## config.mk

```make
export PLATFORM = sky130hd
export DESIGN_NAME = scan_chain_ctrl
export DESIGN_NICKNAME = d
export VERILOG_FILES = /design/src/rtl/scan_chain_ctrl.sv
export SDC_FILE = /design/constraint.sdc
export NUM_CORES = 1
export LEC_CHECK = 0
export BUFFER_PORTS_ARGS = -buffer_cell sky130_fd_sc_hd__buf_2
export CAP_MARGIN = 25
export CORE_MARGIN = 2
export CORE_UTILIZATION = 52
export CTS_CLUSTER_SIZE = 14
export DETAILED_ROUTE_END_ITERATION = 7
export PLACE_DENSITY_LB_ADDON = 0.08
export SETUP_SLACK_MARGIN = 0.5
export SLEW_MARGIN = 25
export SYNTH_ARGS = -nofsm -noshare
export SYNTH_HDL_FRONTEND = slang
export SYNTH_SLANG_ARGS = --single-unit
export TNS_END_PERCENT = 30
```

## constraint.sdc

```tcl
create_clock -name CK -period 1.55 [get_ports CK]
set_input_delay 0.2325 -clock CK [delete_from_list [all_inputs] [get_ports CK]]
set_output_delay 0.2325 -clock CK [all_outputs]
set_load 0.02 [all_outputs]
```

## src/rtl/scan_chain_ctrl.sv

```systemverilog
// -----------------------------------------------------------------------------
// scan_chain_ctrl
// Scan-test sequencer for one chain of CHAIN_LEN scan flops. A run loads a
// pattern into the chain, pulses a single functional capture cycle, then
// unloads the captured response. The response is compared with an expected
// vector under a mask, and the result is reported with a one-cycle DONE.
//
// Ports
//   CK        in   clock shared with the chain flops (rising edge)
//   RST       in   synchronous active-high reset
//   START     in   one-cycle run request (accepted only in IDLE)
//   PAT_IN    in   pattern to load, latched on the accepted START edge
//   EXP_IN    in   expected response, latched on the accepted START edge
//   MASK_IN   in   1 = exclude bit from compare, latched with START
//   SO        in   Q of chain flop CHAIN_LEN-1
//   SE        out  scan enable to all chain flops
//   SI        out  scan data into chain flop 0
//   BUSY      out  high from the cycle after START acceptance until DONE
//   DONE      out  one-cycle pulse; RESP_OUT/MISMATCH valid in that cycle
//   MISMATCH  out  at least one unmasked response bit differs from EXP
//   RESP_OUT  out  captured response, RESP_OUT[i] = value captured in flop i
// -----------------------------------------------------------------------------
module scan_chain_ctrl #(
  parameter int CHAIN_LEN = 8,
  parameter int CNT_W     = $clog2(CHAIN_LEN + 1)
) (
  input  logic                 CK,
  input  logic                 RST,
  input  logic                 START,
  input  logic [CHAIN_LEN-1:0] PAT_IN,
  input  logic [CHAIN_LEN-1:0] EXP_IN,
  input  logic [CHAIN_LEN-1:0] MASK_IN,
  input  logic                 SO,
  output logic                 SE,
  output logic                 SI,
  output logic                 BUSY,
  output logic                 DONE,
  output logic                 MISMATCH,
  output logic [CHAIN_LEN-1:0] RESP_OUT
);

  typedef enum logic [2:0] {
    IDLE   = 3'd0,
    LOAD   = 3'd1,
    CAPT   = 3'd2,
    UNLOAD = 3'd3,
    FIN    = 3'd4
  } state_t;

  localparam logic [CNT_W-1:0] LAST_CNT = CNT_W'(CHAIN_LEN - 1);
  localparam logic [CNT_W-1:0] CNT_ONE  = CNT_W'(1);

  state_t                 state_q;
  logic [CNT_W-1:0]       cnt_q;
  // Pattern shifts left during LOAD; its MSB is SI. Zeros shift in behind
  // it, so SI is naturally 0 once the pattern has been fully emitted.
  logic [CHAIN_LEN-1:0]   pat_q;
  logic [CHAIN_LEN-1:0]   exp_q;
  logic [CHAIN_LEN-1:0]   mask_q;
  // Partial response: only CHAIN_LEN-1 samples need storing, the final
  // sample comes straight from SO on the closing UNLOAD edge.
  logic [CHAIN_LEN-2:0]   resp_q;
  logic                   se_q;
  logic                   busy_q;
  logic                   done_q;
  logic                   mismatch_q;
  logic [CHAIN_LEN-1:0]   resp_out_q;

  logic [CHAIN_LEN-1:0]   resp_d;
  logic [CHAIN_LEN-1:0]   pat_d;
  logic                   mismatch_d;

  // Next-value helpers: response shift (SO sampled before the chain moves),
  // pattern shift, and the masked compare on the completed response.
  always_comb begin
    resp_d     = {resp_q, SO};
    pat_d      = {pat_q[CHAIN_LEN-2:0], 1'b0};
    mismatch_d = |((resp_d ^ exp_q) & ~mask_q);
  end

  // Sequencer FSM with registered outputs.
  always_ff @(posedge CK) begin
    if (RST) begin
      state_q    <= IDLE;
      cnt_q      <= '0;
      pat_q      <= '0;
      exp_q      <= '0;
      mask_q     <= '0;
      resp_q     <= '0;
      se_q       <= 1'b0;
      busy_q     <= 1'b0;
      done_q     <= 1'b0;
      mismatch_q <= 1'b0;
      resp_out_q <= '0;
    end else begin
      case (state_q)
        IDLE: begin
          done_q <= 1'b0;
          if (START) begin
            pat_q   <= PAT_IN;
            exp_q   <= EXP_IN;
            mask_q  <= MASK_IN;
            busy_q  <= 1'b1;
            se_q    <= 1'b1;
            cnt_q   <= '0;
            state_q <= LOAD;
          end else begin
            state_q <= IDLE;
          end
        end
        LOAD: begin
          pat_q <= pat_d;
          if (cnt_q == LAST_CNT) begin
            se_q    <= 1'b0;
            cnt_q   <= '0;
            state_q <= CAPT;
          end else begin
            cnt_q   <= cnt_q + CNT_ONE;
            state_q <= LOAD;
          end
        end
        CAPT: begin
          se_q    <= 1'b1;
          cnt_q   <= '0;
          state_q <= UNLOAD;
        end
        UNLOAD: begin
          resp_q <= resp_d[CHAIN_LEN-2:0];
          if (cnt_q == LAST_CNT) begin
            se_q       <= 1'b0;
            busy_q     <= 1'b0;
            done_q     <= 1'b1;
            resp_out_q <= resp_d;
            mismatch_q <= mismatch_d;
            cnt_q      <= '0;
            state_q    <= FIN;
          end else begin
            cnt_q   <= cnt_q + CNT_ONE;
            state_q <= UNLOAD;
          end
        end
        FIN: begin
          done_q  <= 1'b0;
          state_q <= IDLE;
        end
        default: begin
          se_q    <= 1'b0;
          busy_q  <= 1'b0;
          done_q  <= 1'b0;
          pat_q   <= '0;
          cnt_q   <= '0;
          state_q <= IDLE;
        end
      endcase
    end
  end

  assign SE       = se_q;
  assign SI       = pat_q[CHAIN_LEN-1];
  assign BUSY     = busy_q;
  assign DONE     = done_q;
  assign MISMATCH = mismatch_q;
  assign RESP_OUT = resp_out_q;

endmodule

```

==> results.sh <==
export IMPL_min_period_ps=1266
export IMPL_nets=336
export IMPL_die_area_mm2=0.004552
export IMPL_drive_above_1_share_pct=35.39
export IMPL_worst_clock_skew_ps=4.350
export IMPL_period_share_pct=81.65
export IMPL_synth_top_area_cell="dfxtp_1"
export IMPL_fin_tns_setup_ps=0
export IMPL_pwr_density_cell_mw_per_mm2=936.4
export IMPL_synthesis_area_mm2=0.002095
export IMPL_core_area_mm2=0.003943
export IMPL_synth_top_area_share_pct=47.79
export IMPL_outcome="finished, final reports clean"
export IMPL_required_ps=1780
export IMPL_cts_sinks=50
export IMPL_initial_core_util_pct=53.13
export IMPL_worst_pin_slew_ps=297.3
export IMPL_place_congestion=0.7434
export IMPL_grt_pass1_wl_mm=7.866
export IMPL_drt_wirelength_per_cell_um=14.03
export IMPL_drv_slew=0
export IMPL_grt_max_degree=21
export IMPL_grt_remaining_overflow=0
export IMPL_synthTopCellsByArea="dfxtp_1 (48%), nand2_1 (9.5%), a21oi_1 (7.9%)"
export IMPL_yosys_top_cells_count="nand2_1 (53), dfxtp_1 (50), a21oi_1 (33)"
export IMPL_place_hpwl_mm=2.990
export IMPL_power_leakage_nw=1.163
export IMPL_clockBufferDepth=2
export IMPL_num_vias=1838
export IMPL_crit_type="register to register"
export IMPL_first_pass_iters=4
export IMPL_arrival_ps=1490
export IMPL_ys_warn_count=0
export IMPL_holdWs_ps=154.7
export IMPL_rows=23
export IMPL_die_y_um=67.47
export IMPL_rsz0062_at_grt="yes"
export IMPL_syn_to_final_growth_pct=32.97
export IMPL_die_w_um=67.47
export IMPL_synth_async_reset_ratio_pct=0
export IMPL_clock_latency_ps=300
export IMPL_tritoncts="yes"
export IMPL_crit_path_start_kind="register"
export IMPL_htreeDepth=2
export IMPL_yosys_cell_types_count=37
export IMPL_antenna_found_initial=0
export IMPL_post_synth_top_count_cell="nand2_1"
export IMPL_diodes=0
export IMPL_setup_viol=0
export IMPL_drt_iter0_drc=97
export IMPL_cts_made_buffers=5
export IMPL_route_detailed_drc=0
export IMPL_vdd_drop_max_v=0.0006464
export IMPL_grt_pass1_vias=1688
export IMPL_via_per_inst=5.134
export IMPL_avgSynthCellArea_um2=8.312
export IMPL_yosysSeqAreaShare_pct=47.79
export IMPL_synth_seq_cells=50
export IMPL_ant_nets=0
export IMPL_hold_path_class="input port to register"
export IMPL_grt_usage_pct=23.22
export IMPL_ys_flop_type="dfxtp_1"
export IMPL_fmax_mhz=790.1
export IMPL_end_kind="register"
export IMPL_wl_mm=5.022
export IMPL_cts_root_buf="clkbuf_8"
export IMPL_clkSlewWorstSetupHoldPaths_ps=90
export IMPL_hold_viol_final=0
export IMPL_synth_edf_count=0
export IMPL_drv_cap=0
export IMPL_portBuffers=40
export IMPL_io_pins=41
export IMPL_slew_headroom_pct=80.02
export IMPL_crit_fanout=4
export IMPL_postSynthCellCount=252
export IMPL_syn_nets=281
==> cells in the final DEF, fill, tap and decap left out, types with 5 or more instances in the layout <==
| master | Yosys | routed |
|---|---|---|
| xnor2_1 | 11 | 10 |
| clkbuf_8 | 0 | 5 |
| dfxtp_2 | 0 | 5 |
| dfxtp_1 | 50 | 41 |
| nand2b_1 | 9 | 7 |
| buf_4 | 3 | 14 |
| a21oi_1 | 33 | 28 |
| nor3_1 | 9 | 7 |
| buf_2 | 4 | 41 |
| a21oi_2 | 1 | 5 |
| mux2i_1 | 7 | 7 |
| or3_1 | 7 | 7 |
| nor2_1 | 23 | 21 |
| nand2_1 | 53 | 49 |
| buf_6 | 0 | 5 |
==> logic make-up (layout without fill, tap and decap cells) <==
logic type / Yosys count / after routing / synth area share, %
AND/OR/NAND/NOR: 116 / 118 / 26.34
AO/OA/AOI/OAI: 50 / 50 / 13.38
flip-flops: 50 / 50 / 47.79
buffers and inverters: 17 / 71 / 3.942
XOR/XNOR: 11 / 11 / 4.600
multiplexers: 7 / 7 / 3.345
adder cells (fa/ha/maj): 1 / 1 / 0.5973
==> timing repair <==
action	in CTS	in global routing
cloned	4	1
setup buffers	8	3
gates resized for setup	27	18
pin swaps	7	6
hold buffers	0	0
endpoints found under the setup margin	51	63
==> flip-flops by register name, indices dropped and copies added (netlist names) <==
| name | flops |
|---|---|
| pat_q | 8 |
| exp_q | 8 |
| MISMATCH | 1 |
| DONE | 1 |
| BUSY | 1 |
| RESP_OUT | 8 |
| cnt_q | 4 |
| state_q | 3 |
| SE | 1 |
| mask_q | 8 |
| resp_q | 7 |
==> power breakdown <==
part / total, mW / internal (mW) / switching, mW
combinational: 0.340 / 0.171 / 0.169
sequential: 1.36 / 1.33 / 0.0313
clock: 0.905 / 0.482 / 0.423
==> layer usage <==
metal	wire [um]	track usage, %	part of all wire, %
met4	91	9.439	1.8
met3	187	5.333	3.7
met1	2420	31.05	48
met5	0	0	0
met2	2322	36.03	46
==> path summary, 6_finish.rpt <==
path | start | end | slack [ps] | cells past startpoint
setup / recovery | cnt_q[0]$_SDFFE_PP0P_ | state_q[1]$_SDFF_PP0_ | 280 | 5
hold / removal | MASK_IN[7] | mask_q[7]$_SDFFE_PP0P_ | 150 | 3
setup reg to reg | cnt_q[0]$_SDFFE_PP0P_ | state_q[1]$_SDFF_PP0_ | 280 | 5
hold reg to reg | RESP_OUT[6]$_SDFFE_PP0P_ | RESP_OUT[6]$_SDFFE_PP0P_ | 460 | 2
==> metrics by stage <==
step	setup WS [ps]	total power, mW	std cells	area, um2	util, %
global placement	232.7	1.661	334	2379	60.33
floorplan	268.8	1.581	252	2151	-
CTS	308.5	2.610	354	2686	68.14
finish	284.4	2.608	358	2785	70.64
global route	215.1	2.732	358	2785	70.64
detailed placement	176.5	1.664	334	2379	60.33
==> area by class of cell <==
class                      instances  area (um2)
multi-input combinational        187        1167
tap                               50       62.56
clock buffer                       6       72.57
clock inverter                     2       37.54
inverter                           1       3.754
timing repair buffer              62       419.2
fill                             319        1157
sequential                        50        1022
==> worst max-delay path, cell delays in order, from the launching register on <==
cell	delay, ps
dfxtp_4	360
ha_4	150
and4b_2	250
buf_6	150
xnor2_4	120
nor3_2	160
Power figures use the tool's default switching activity.
